File: src/rtl/ws2812_frame_receiver.sv
// WS2812-style pixel receiver: decodes pulse widths into a W-bit frame
// and forwards every later bit on dout, like a daisy-chained LED.
module ws2812_frame_receiver #(
    parameter int W            = 24,
    parameter int CNT_W        = 16,
    parameter int T_BIT_THRESH = 30,
    parameter int T_MAX_HIGH   = 60,
    parameter int T_RESET      = 250
) (
    input  logic         clk,
    input  logic         rst,
    input  logic         din,
    output logic         dout,
    output logic [W-1:0] frame_out,
    output logic         frame_valid,
    output logic         latch,
    output logic         err,
    output logic [1:0]   err_code
);
    localparam int BW = $clog2(W + 1);
    localparam logic [CNT_W-1:0] TH_C  = CNT_W'(T_BIT_THRESH);
    localparam logic [CNT_W-1:0] MAX_C = CNT_W'(T_MAX_HIGH);
    localparam logic [CNT_W-1:0] RST_C = CNT_W'(T_RESET);
    localparam logic [CNT_W-1:0] ONE_C = CNT_W'(1);
    localparam logic [BW-1:0]    W_C   = BW'(W);
    localparam logic [BW-1:0]    WL_C  = BW'(W - 1);

    typedef enum logic [1:0] {S_SYNC, S_LOW, S_HIGH} state_t;

    state_t           state_q;
    logic             din_meta_q, din_s_q;
    logic [CNT_W-1:0] hi_cnt_q, hi_cnt_d;
    logic [CNT_W-1:0] lo_cnt_q, lo_cnt_d;
    logic [BW-1:0]    bit_cnt_q;
    logic [W-1:0]     shreg_q, shreg_d;
    logic [W-1:0]     frame_q;
    logic             fwd_en_q, dout_q, fv_q, latch_q, err_q;
    logic [1:0]       code_q;
    logic             bit_val, gap;

    always_comb begin
        hi_cnt_d = '0;
        lo_cnt_d = '0;
        if (din_s_q)
            hi_cnt_d = (hi_cnt_q == '1) ? hi_cnt_q : hi_cnt_q + ONE_C;
        else
            lo_cnt_d = (lo_cnt_q == '1) ? lo_cnt_q : lo_cnt_q + ONE_C;
        // hi_cnt_q still holds the full pulse width in the falling-edge cycle
        bit_val = (hi_cnt_q >= TH_C);
        shreg_d = {shreg_q[W-2:0], bit_val};
        gap     = (lo_cnt_d == RST_C);
    end

    always_ff @(posedge clk) begin
        if (rst) begin
            state_q    <= S_SYNC;
            din_meta_q <= 1'b0;
            din_s_q    <= 1'b0;
            hi_cnt_q   <= '0;
            lo_cnt_q   <= '0;
            bit_cnt_q  <= '0;
            shreg_q    <= '0;
            frame_q    <= '0;
            fwd_en_q   <= 1'b0;
            dout_q     <= 1'b0;
            fv_q       <= 1'b0;
            latch_q    <= 1'b0;
            err_q      <= 1'b0;
            code_q     <= 2'b00;
        end else begin
            din_meta_q <= din;
            din_s_q    <= din_meta_q;
            hi_cnt_q   <= hi_cnt_d;
            lo_cnt_q   <= lo_cnt_d;
            dout_q     <= din_s_q & fwd_en_q;
            fv_q       <= 1'b0;
            latch_q    <= 1'b0;
            err_q      <= 1'b0;
            unique case (state_q)
                S_SYNC: begin
                    if (gap) begin
                        latch_q   <= 1'b1;
                        bit_cnt_q <= '0;
                        fwd_en_q  <= 1'b0;
                        state_q   <= S_LOW;
                    end
                end
                S_LOW: begin
                    if (din_s_q) begin
                        state_q <= S_HIGH;
                    end else if (gap) begin
                        latch_q <= 1'b1;
                        if (bit_cnt_q != '0 && bit_cnt_q < W_C) begin
                            err_q  <= 1'b1;
                            code_q <= 2'b10;
                        end
                        bit_cnt_q <= '0;
                        fwd_en_q  <= 1'b0;
                    end
                end
                S_HIGH: begin
                    if (din_s_q) begin
                        if (hi_cnt_d > MAX_C) begin
                            err_q     <= 1'b1;
                            code_q    <= 2'b01;
                            bit_cnt_q <= '0;
                            fwd_en_q  <= 1'b0;
                            state_q   <= S_SYNC;
                        end
                    end else begin
                        state_q <= S_LOW;
                        if (bit_cnt_q < W_C) begin
                            shreg_q   <= shreg_d;
                            bit_cnt_q <= bit_cnt_q + BW'(1);
                            if (bit_cnt_q == WL_C) begin
                                frame_q  <= shreg_d;
                                fv_q     <= 1'b1;
                                fwd_en_q <= 1'b1;
                            end
                        end
                    end
                end
                default: state_q <= S_SYNC;
            endcase
        end
    end

    assign dout        = dout_q;
    assign frame_out   = frame_q;
    assign frame_valid = fv_q;
    assign latch       = latch_q;
    assign err         = err_q;
    assign err_code    = code_q;
endmodule

File: config.mk
export PLATFORM = sky130hd
export DESIGN_NAME = ws2812_frame_receiver
export DESIGN_NICKNAME = d
export VERILOG_FILES = /design/src/rtl/ws2812_frame_receiver.sv
export SDC_FILE = /design/constraint.sdc
export NUM_CORES = 1
export LEC_CHECK = 0
export BUFFER_PORTS_ARGS = -buffer_cell sky130_fd_sc_hd__buf_2
export CORE_ASPECT_RATIO = 0.75
export CORE_MARGIN = 8
export CORE_UTILIZATION = 54
export DETAILED_ROUTE_END_ITERATION = 10
export HOLD_SLACK_MARGIN = 0.1
export PLACE_DENSITY = 0.86
export SYNTH_ARGS = -nofsm -noshare
export SYNTH_HDL_FRONTEND = slang
export SYNTH_SLANG_ARGS = --single-unit
File: constraint.sdc
create_clock -name clk -period 3 [get_ports clk]
set_clock_uncertainty 0.1 [all_clocks]
set_input_delay 0.9 -clock clk [delete_from_list [all_inputs] [get_ports clk]]
set_output_delay 0.9 -clock clk [all_outputs]
set_load 0.1 [all_outputs]
==> run_results.csv, run 1 <==
group,metric,value,unit
clock_network,worstSkewPairLatency,0.34,ns
worst_hold_path,hold_depth,1,
floorplan,coreArea,8346,µm²
sta,slew-limit-headroom,50.30,%
critical_path,crit_fanout,4,
sta,period_needed,3.043,ns
layout,antennaDiodeCount,0,
global_route,grt.busiest_layer,"met2",
clock_network,clockRootBuffer,"clkbuf_16",
pwr,p_leak,2.080,nW
critical_path,crit_top_cell,"buf_4",
critical_path,start_kind,"flop",
critical_path,r2r_slack,-0.04,ns
layout,fin_nets,636,
placed_design,dp.cells,711,
route,vias,4370,
global_route,met2_usage,33.41,%
critical_path,path_buf_inv,2,
route,vias_per_cell,5.946,
placed_design,port_buffers,32,
logic_synthesis,yosysSeqAreaShare,41.68,%
route,wirelength,11760,µm
logic_synthesis,syn_nets,571,
layout,syn2layout_area_growth,21.63,%
layout,num-fill-cells,629,
logic_synthesis,synth_edf_count,0,
sta,rsz0062_at_grt,"yes",
flow_run,drv_cap,0,
critical_path,timing.rr.end,"bit_cnt_q[4]",
floorplan,dieHeight,95.61,µm
worst_hold_path,holdPathEnd,"din_s_q",
logic_synthesis,synthTopCellsByArea,"dfxtp_1, nand2_1, a21oi_1",
logic_synthesis,ys_warn_count,0,
global_route,grt_pass1_wl,19090,µm
floorplan,std_cell_rows,29,
floorplan,fp.dieW,122.1,µm
critical_path,critPathKind,"flop to flop",
critical_path,crit_chain,"buf_4 > nand4_1 > buf_4 > nor4_4 > xnor2_1 > nand3_1 > or4_4 > a211o_1 > a31o_2 > o21ba_1",
worst_hold_path,min_from,"din_meta_q",
layout,drive_gt1_share,24.72,%
clock_network,cts_tree,"built",
logic_synthesis,yosysMostFrequentCell,"nand2_1",
critical_path,critPathArrivalTime,3.24,ns
run_status,status,"finished with violations",
critical_path,crit_family,"simple AND/OR/NAND/NOR gates",
layout,final_area,5550,µm²
floorplan,die_area,11680,µm²
placed_design,dpl.hpwl,7890,µm
logic_synthesis,post-synth-top-area-cell,"dfxtp_1",
logic_synthesis,synth_top_cells_by_count,"nand2_1, dfxtp_1, a21oi_1, nor2_1, o21ai_0",
logic_synthesis,syn_inst,559,
global_route,use_met3,4.320,%
route,first_iter_violations,531,
critical_path,endpoint_kind,"flop",
clock_network,clkSinkCount,95,
placed_design,gp_congestion,0.9380,
sta,period_share,101.4,%
global_route,first_global_vias,4008,
clock_network,clk_path_buf_depth,2,
pwr,max-vdd-ir-drop,0.0003981,V
global_route,grt.overflow.total,0,
logic_synthesis,yosysUniqueCellTypes,63,
floorplan,io_pins,33,
clock_network,cts_max_level,3,
critical_path,cp_slowest_cell,"or4_4",
sta,finalWorstSetupSlack,-0.04327,ns
clock_network,holdBufCountCts,0,
worst_hold_path,hold_path_class,"flop to flop",
critical_path,r2r_cells,10,
critical_path,slowest_delay,0.56,ns
global_route,antenna_found_initial,0,
clock_network,numCtsBuffers,9,
critical_path,cp.required,3.19,ns
layout,multi_input_area,2555,µm²
global_route,use_met1,25.04,%
sta,hold_violations,0,
global_route,grt_max_degree,36,
route,ant_nets,0,
run_status,violations,"setup timing",
clock_network,path_clk_slew,0.07,ns
global_route,grt_use_total,20.09,%
layout,final_cells,735,
floorplan,start_util,54.68,%
pwr,power,2.617,mW
logic_synthesis,ys_ff_latch,95,
sta,worst_pin_slew,0.7436,ns
pwr,power_density,471.6,nW/µm²
logic_synthesis,synthArstFlopShare,0,%
logic_synthesis,synthesis.area,4563,µm²
route,drc,0,
logic_synthesis,yosys.area.top_type_share,41.68,%
logic_synthesis,avgSynthCellArea,8.163,µm²
sta,max_freq,328.6,MHz
logic_synthesis,synth_flop_cell,"dfxtp_1",
placed_design,place_area,5019,µm²
sta,setup_violations,2,
route,first_pass_iters,5,
route,wl_per_cell,16.00,µm
sta,drv_slew,0,
critical_path,timing.rr.start,"hi_cnt_q[0]",
layout,register_area,1923,µm²
how the worst max path moves through the flow:
stage / start / to / slack [ns] / cells after the start
finish: hi_cnt_q[0] / bit_cnt_q[4] / -0.04 / 10
global route: hi_cnt_q[1] / bit_cnt_q[4] / -0.08 / 10
CTS: hi_cnt_q[1] / bit_cnt_q[4] / 0.002 / 9
detailed placement: lo_cnt_q[0] / bit_cnt_q[0] / -0.01 / 10
global placement: lo_cnt_q[0] / bit_cnt_q[3] / 0.07 / 9
floorplan: hi_cnt_q[1] / bit_cnt_q[4] / 0.004 / 9
sequential cells by signal (all words and copies together) (netlist names):
| register | cells |
|---|---|
| bit_cnt_q | 5 |
| din_meta_q | 1 |
| din_s_q | 1 |
| dout | 1 |
| err | 1 |
| err_code | 2 |
| frame_out | 24 |
| frame_valid | 1 |
| fwd_en_q | 1 |
| hi_cnt_q | 16 |
| latch | 1 |
| lo_cnt_q | 16 |
| shreg_q | 23 |
| state_q | 2 |
layout by cell type, fill, tap and decap left out, drive strengths merged, types with 7 or more instances in the layout:
cell,count
nand2,113
dfxtp,95
buf,86
a21oi,62
nor2,34
o21ai,22
nand3,20
inv,15
nor3,14
clkbuf,11
nand4,11
nor4,11
a31oi,9
ha,9
xor2,8
nor2b,7
or4,7
cell type report:
type / count / share of cell area (%)
repair buffers: 86 / 10.26
well taps: 108 / 2.435
flip-flops and latches: 95 / 34.65
clock buffers: 11 / 4.373
multi-input cells: 417 / 46.03
inverters: 15 / 1.014
clock inverters: 3 / 1.240
routing by layer:
layer  vias up  share of wire [%]
met1      2071                 44
met4         0                2.8
met2       148                 48
met5         -                  0
li1       2117                  -
met3        34                5.4
power by group:
part,total [mW],switching [mW],internal [mW],leakage (nW)
Clock,1.22,0.474,0.746,0.152
Sequential,1.28,0.0108,1.27,0.773
Combinational,0.117,0.0709,0.0458,1.15
metrics by stage:
step / utilization, % / TNS (ns) / hold slack [ns] / setup slack [ns]
floorplan: - / 0 / 0.3138 / 0.003797
global placement: 60.13 / 0 / 0.3288 / 0.07499
detailed placement: 60.13 / -0.01433 / 0.3237 / -0.01433
CTS: 64.56 / 0 / 0.3384 / 0.002457
global route: 66.51 / -0.1736 / 0.3548 / -0.08166
finish: 66.51 / -0.04956 / 0.3385 / -0.04327
timing repair:
item / CTS / global route
gates cloned: 0 / 0
hold endpoints to repair: 0 / 0
endpoints found under the setup margin: 3 / 11
pin swaps: 5 / 9
resized for setup: 8 / 33
setup buffers: 2 / 8
logic make-up (layout without fill, tap and decap cells):
group | count (synthesis) | count (layout) | share of synthesized area [%]
AND/OR/NAND/NOR | 253 | 253 | 28.38
AO/OA/AOI/OAI | 134 | 134 | 18.12
flip-flops | 95 | 95 | 41.68
buffers and inverters | 47 | 115 | 5.018
XOR/XNOR | 13 | 13 | 2.495
adder cells (fa/ha/maj) | 9 | 9 | 2.468
multiplexers | 8 | 8 | 1.837
Note: power is estimated with default switching activity, not from simulation.
==> run 2, diff against run 1 <==
--- a/config.mk
+++ b/config.mk
@@ -8,10 +8,10 @@
 export BUFFER_PORTS_ARGS = -buffer_cell sky130_fd_sc_hd__buf_2
 export CORE_ASPECT_RATIO = 0.75
 export CORE_MARGIN = 8
-export CORE_UTILIZATION = 54
+export CORE_UTILIZATION = 29
 export DETAILED_ROUTE_END_ITERATION = 10
 export HOLD_SLACK_MARGIN = 0.1
-export PLACE_DENSITY = 0.86
+export PLACE_DENSITY = 0.57
 export SYNTH_ARGS = -nofsm -noshare
 export SYNTH_HDL_FRONTEND = slang
 export SYNTH_SLANG_ARGS = --single-unit
==> run 2 against run 1 <==
The run now ends clean; via count shrank 4.6%; sequential share of layout area shrank 1.4 points; setup slack gained 0.10 ns; global-route usage shrank 8.2 points; fmax grew 3.4%; register-to-register slack gained 0.10 ns; cell area grew 4.6%; critical path depth shrank 1; sequential cell count is the same; cell count grew 15%.
==> run_results.csv, run 2 (synthesized netlist as in run 1, its figures left out) <==
group,metric,value,unit
run_status,status,"finished, final reports clean",
pwr,power,2.661,mW
sta,period_share,98.10,%
global_route,first_global_vias,3981,
sta,worst_pin_slew,0.7453,ns
sta,tns,0,ns
pwr,max-vdd-ir-drop,0.0004052,V
critical_path,timing.rr.end,"bit_cnt_q[4]",
critical_path,r2r_slack,0.06,ns
global_route,antenna_found_initial,0,
floorplan,dieHeight,124.6,µm
pwr,p_sw,0.6058,mW
sta,hold_violations,0,
sta,max_freq,339.8,MHz
global_route,grt_pass1_wl,20080,µm
layout,drive_gt1_share,27.32,%
global_route,grt_use_total,11.86,%
critical_path,slowest_delay,0.56,ns
sta,hold_ws,0.3453,ns
layout,final_common_cell,"nand2_1",
sta,slew-limit-headroom,50.19,%
critical_path,path_buf_inv,1,
critical_path,crit_chain,"buf_6 > nand4_1 > or2_4 > nor3_4 > mux2_4 > or4_4 > a211o_1 > a31o_4 > o21ba_1",
layout,fin_nets,645,
clock_network,clk_path_buf_depth,2,
pwr,power_density,458.4,nW/µm²
route,vias,4168,
worst_hold_path,hold_path_class,"flop to flop",
critical_path,r2r_cells,9,
floorplan,coreArea,15320,µm²
clock_network,worstSkewPairLatency,0.35,ns
flow_run,drv_cap,0,
route,ant_nets,0,
layout,final_area,5804,µm²
floorplan,die_area,20050,µm²
layout,antennaDiodeCount,0,
route,vias_per_cell,4.950,
route,drc,0,
clock_network,holdBufCountCts,0,
global_route,grt.overflow.total,0,
critical_path,endpoint_kind,"flop",
placed_design,port_buffers,32,
critical_path,cp.required,3.20,ns
pwr,p_clk_share,47.0,%
route,first_pass_iters,5,
pwr,netSwitchingFraction,22.77,%
layout,syn2layout_area_growth,27.20,%
critical_path,critPathKind,"flop to flop",
route,wirelength,12000,µm
pwr,p_comb_share,4.8,%
pwr,p_leak,2.107,nW
critical_path,start_kind,"flop",
floorplan,std_cell_rows,39,
sta,setup_violations,0,
critical_path,timing.rr.start,"hi_cnt_q[0]",
clock_network,clkSinkCount,95,
clock_network,cts_max_level,3,
critical_path,cp_slowest_cell,"or4_4",
floorplan,start_util,29.78,%
global_route,grt_max_degree,33,
layout,layout_common_cells,"nand2_1, dfxtp_1, buf_4",
pwr,p_int,2.055,mW
critical_path,critPathArrivalTime,3.14,ns
worst_hold_path,hold_depth,1,
layout,largest_reg_flops,24,
sta,rsz0062_at_grt,"yes",
clock_network,path_clk_slew,0.07,ns
placed_design,gp_congestion,0.8555,
worst_hold_path,holdPathEnd,"din_s_q",
critical_path,crit_family,"simple AND/OR/NAND/NOR gates",
floorplan,fp.dieW,160.8,µm
clock_network,numCtsBuffers,9,
worst_hold_path,min_from,"din_meta_q",
floorplan,io_pins,33,
clock_network,clockRootBuffer,"clkbuf_16",
placed_design,place_area,5215,µm²
sta,drv_slew,0,
placed_design,dpl.hpwl,8462,µm
critical_path,crit_fanout,4,
sta,period_needed,2.943,ns
pwr,p_seq_share,48.1,%
route,first_iter_violations,288,
route,wl_per_cell,14.26,µm
clock_network,cts_tree,"built",
## run 2: how the worst max path moves through the flow
| stage | to | slack [ns] | cells after the start | startpoint |
|---|---|---|---|---|
| 6_report | bit_cnt_q[4] | 0.06 | 9 | hi_cnt_q[0] |
| 5_1_grt | bit_cnt_q[0] | -0.07 | 9 | hi_cnt_q[0] |
| 4_1_cts | bit_cnt_q[3] | -0.009 | 9 | lo_cnt_q[1] |
| 3_5_place_dp | bit_cnt_q[3] | -0.09 | 10 | lo_cnt_q[0] |
| 3_3_place_gp | bit_cnt_q[3] | -0.08 | 8 | lo_cnt_q[7] |
| 2_1_floorplan | bit_cnt_q[4] | 0.004 | 9 | hi_cnt_q[1] |
## run 2: timing repair
action,in CTS,in global routing
setup endpoints to repair,6,9
pin swaps,4,22
resized for setup,10,46
buffers inserted,1,9
## run 2: final cells by class
cell class,count,area [µm²]
Clock buffer,9,225.2
Clock inverter,6,93.84
Fill cell,1602,9518
Inverter,15,56.30
Multi-Input combinational cell,417,2600
Sequential cell,95,1932
Tap cell,205,256.5
Timing Repair Buffer,95,640.6
## run 2: power by group through the flow
stage / clock, mW / sequential [mW] / combinational [mW]
after detailed placement: 0 / 1.31 / 0.117
after global placement: 0 / 1.31 / 0.118
after CTS: 1.28 / 1.28 / 0.120
after global routing: 1.33 / 1.28 / 0.143
final: 1.25 / 1.28 / 0.128
after floorplan: 0 / 1.31 / 0.0815
## run 2: stage by stage
| stage | std cells | utilization [%] | worst slack (ns) |
|---|---|---|---|
| 2_1_floorplan | 559 | - | 0.003797 |
| 3_3_place_gp | 818 | 34.04 | -0.07995 |
| 3_5_place_dp | 818 | 34.04 | -0.08890 |
| 4_1_cts | 834 | 36.40 | -0.008847 |
| 5_1_grt | 842 | 37.88 | -0.06566 |
| 6_report | 842 | 37.88 | 0.05689 |
## run 2: routing by layer
| metal | GRT usage [%] | vias to the layer above | share of wire [%] | wire length, µm |
|---|---|---|---|---|
| li1 | - | 2128 | - | - |
| met1 | 16.46 | 1953 | 51 | 6074 |
| met2 | 17.60 | 80 | 44 | 5324 |
| met3 | 2.807 | 7 | 3.9 | 463 |
| met4 | 3.965 | 0 | 1.2 | 142 |
| met5 | 0 | - | 0 | 0 |
==> run 3, diff against run 2 <==
--- a/config.mk
+++ b/config.mk
@@ -6,12 +6,13 @@
 export NUM_CORES = 1
 export LEC_CHECK = 0
 export BUFFER_PORTS_ARGS = -buffer_cell sky130_fd_sc_hd__buf_2
-export CORE_ASPECT_RATIO = 0.75
+export CORE_ASPECT_RATIO = 0.9
 export CORE_MARGIN = 8
 export CORE_UTILIZATION = 29
 export DETAILED_ROUTE_END_ITERATION = 10
 export HOLD_SLACK_MARGIN = 0.1
 export PLACE_DENSITY = 0.57
+export RECOVER_POWER = 25
 export SYNTH_ARGS = -nofsm -noshare
 export SYNTH_HDL_FRONTEND = slang
 export SYNTH_SLANG_ARGS = --single-unit
==> run 3 against run 2 <==
Non-clock buffer count shrank 8; cell area shrank 3.0%; critical path depth grew 1; global-route usage shrank 0.52 points; combinational power shrank 9%; worst hold slack gained 0.0063 ns; clock power shrank 12%; die area shrank 0.18%; clock-buffer cell count is the same.
==> run_results.csv, run 3 (synthesized netlist as in run 1, its figures left out) <==
group,metric,value,unit
critical_path,timing.rr.start,"hi_cnt_q[1]",
critical_path,crit_chain,"ha_2 > nand4_1 > buf_4 > nor3_2 > xnor2_1 > nand3_1 > or4_4 > a211o_1 > a31o_2 > o21ba_1",
sta,period_share,97.75,%
sta,max_freq,341.0,MHz
placed_design,gp_congestion,0.9055,
sta,tns,0,ns
clock_network,worstSkewPairLatency,0.35,ns
global_route,grt.overflow.total,0,
global_route,grt_pass1_wl,18840,µm
clock_network,holdBufCountCts,0,
sta,setup_violations,0,
layout,register_area,1923,µm²
pwr,power,2.499,mW
layout,num-fill-cells,1595,
sta,finalWorstSetupSlack,0.06756,ns
layout,syn2layout_area_growth,23.44,%
critical_path,endpoint_kind,"flop",
layout,final_cells,832,
route,drc,0,
route,first_pass_iters,5,
pwr,power_density,443.7,nW/µm²
critical_path,slowest_delay,0.57,ns
pwr,p_leak,2.023,nW
floorplan,die_area,20010,µm²
layout,drive_gt1_share,25.40,%
global_route,grt.busiest_layer,"met2",
global_route,use_met3,2.977,%
global_route,grt_use_total,11.34,%
floorplan,fp.dieW,148.2,µm
sta,worst_pin_slew,0.8384,ns
placed_design,pre_cts_slack,-0.06541,ns
route,wirelength,11340,µm
floorplan,coreArea,15390,µm²
clock_network,cts_tree,"built",
critical_path,crit_start,"hi_cnt_q[1]",
clock_network,cts_max_level,3,
sta,drv_slew,0,
clock_network,path_clk_slew,0.07,ns
global_route,first_global_vias,4010,
pwr,max-vdd-ir-drop,0.0002641,V
layout,multi_input_area,2544,µm²
worst_hold_path,min_from,"frame_out[8]",
global_route,grt_max_degree,52,
route,wl_per_cell,13.63,µm
run_status,status,"finished, final reports clean",
global_route,met2_usage,19.26,%
layout,layout_common_cells,"nand2_1, dfxtp_1, a21oi_1",
critical_path,crit_fanout,4,
route,ant_nets,0,
global_route,use_met1,13.47,%
floorplan,start_util,29.66,%
floorplan,dieHeight,135,µm
floorplan,std_cell_rows,43,
sta,hold_ws,0.3517,ns
worst_hold_path,hold_path_class,"flop to flop",
placed_design,dp.cells,810,
clock_network,clk_path_buf_depth,2,
layout,antennaDiodeCount,0,
layout,final_area,5633,µm²
layout,utilization,36.61,%
placed_design,dpl.hpwl,7847,µm
global_route,antenna_found_initial,0,
flow_run,drv_cap,0,
sta,rsz0062_at_grt,"yes",
layout,final_common_cell,"nand2_1",
clock_network,clockRootBuffer,"clkbuf_16",
critical_path,critPathKind,"flop to flop",
placed_design,place_area,5174,µm²
sta,hold_violations,0,
floorplan,io_pins,33,
placed_design,port_buffers,32,
sta,period_needed,2.932,ns
route,first_iter_violations,309,
critical_path,cp.required,3.20,ns
sta,slew-limit-headroom,44.10,%
critical_path,critPathArrivalTime,3.13,ns
critical_path,start_kind,"flop",
clock_network,clkSinkCount,95,
clock_network,numCtsBuffers,9,
layout,fin_nets,637,
route,vias,4199,
route,vias_per_cell,5.047,
critical_path,cp_slowest_cell,"or4_4",
layout,largest_reg_flops,24,
==> run 3: cell types whose count changed in the layout (fill, tap and decap cells not counted), moves of 2 or more <==
cell	previous run	this run
buf_6	2	0
buf_4	61	55
dfxtp_1	77	80
inv_6	2	4
dfxtp_4	3	1
bufinv_16	2	0
==> run 3: path summary, 6_finish.rpt <==
| check | cells past startpoint | slack, ns | endpoint |
|---|---|---|---|
| max | 10 | 0.07 | bit_cnt_q[4] |
| min | 2 | 0.35 | frame_out[8] |
| max reg2reg | 10 | 0.07 | bit_cnt_q[4] |
| min reg2reg | 2 | 0.35 | frame_out[8] |
==> run 3: power by group <==
part / switching [mW] / internal [mW] / total, mW
Combinational: 0.0707 / 0.0464 / 0.117
Sequential: 0.0108 / 1.27 / 1.28
Clock: 0.522 / 0.580 / 1.10
==> run 3: area by class of cell <==
type	instances	share of cell area [%]
clock inverter	7	1.066
multi-input combinational	417	45.16
sequential	95	34.14
tap	202	4.487
clock buffer	9	3.998
timing repair buffer	87	10.15
inverter	15	0.9996
==> run 3: layer usage <==
metal / up-vias / wire (µm)
li1: 2115 / -
met1: 2000 / 5132
met2: 66 / 5615
met3: 18 / 378
met4: 0 / 212
met5: - / 0
==> run 3: critical path: cells and delay by family (launching register included) <==
family	cells	cell delay, ns
flops	1	0.37
simple gates	4	1.03
compound gates	3	0.82
fa+ha+maj	1	0.21
buf+inv	1	0.20
xor+xnor	1	0.16
==> run 3: repair_timing <==
| action | 4_1_cts | 5_1_grt |
|---|---|---|
| setup endpoints to repair | 3 | 11 |
| buffers inserted | 2 | 4 |
| pin swaps | 2 | 13 |
| gates resized for setup | 8 | 33 |
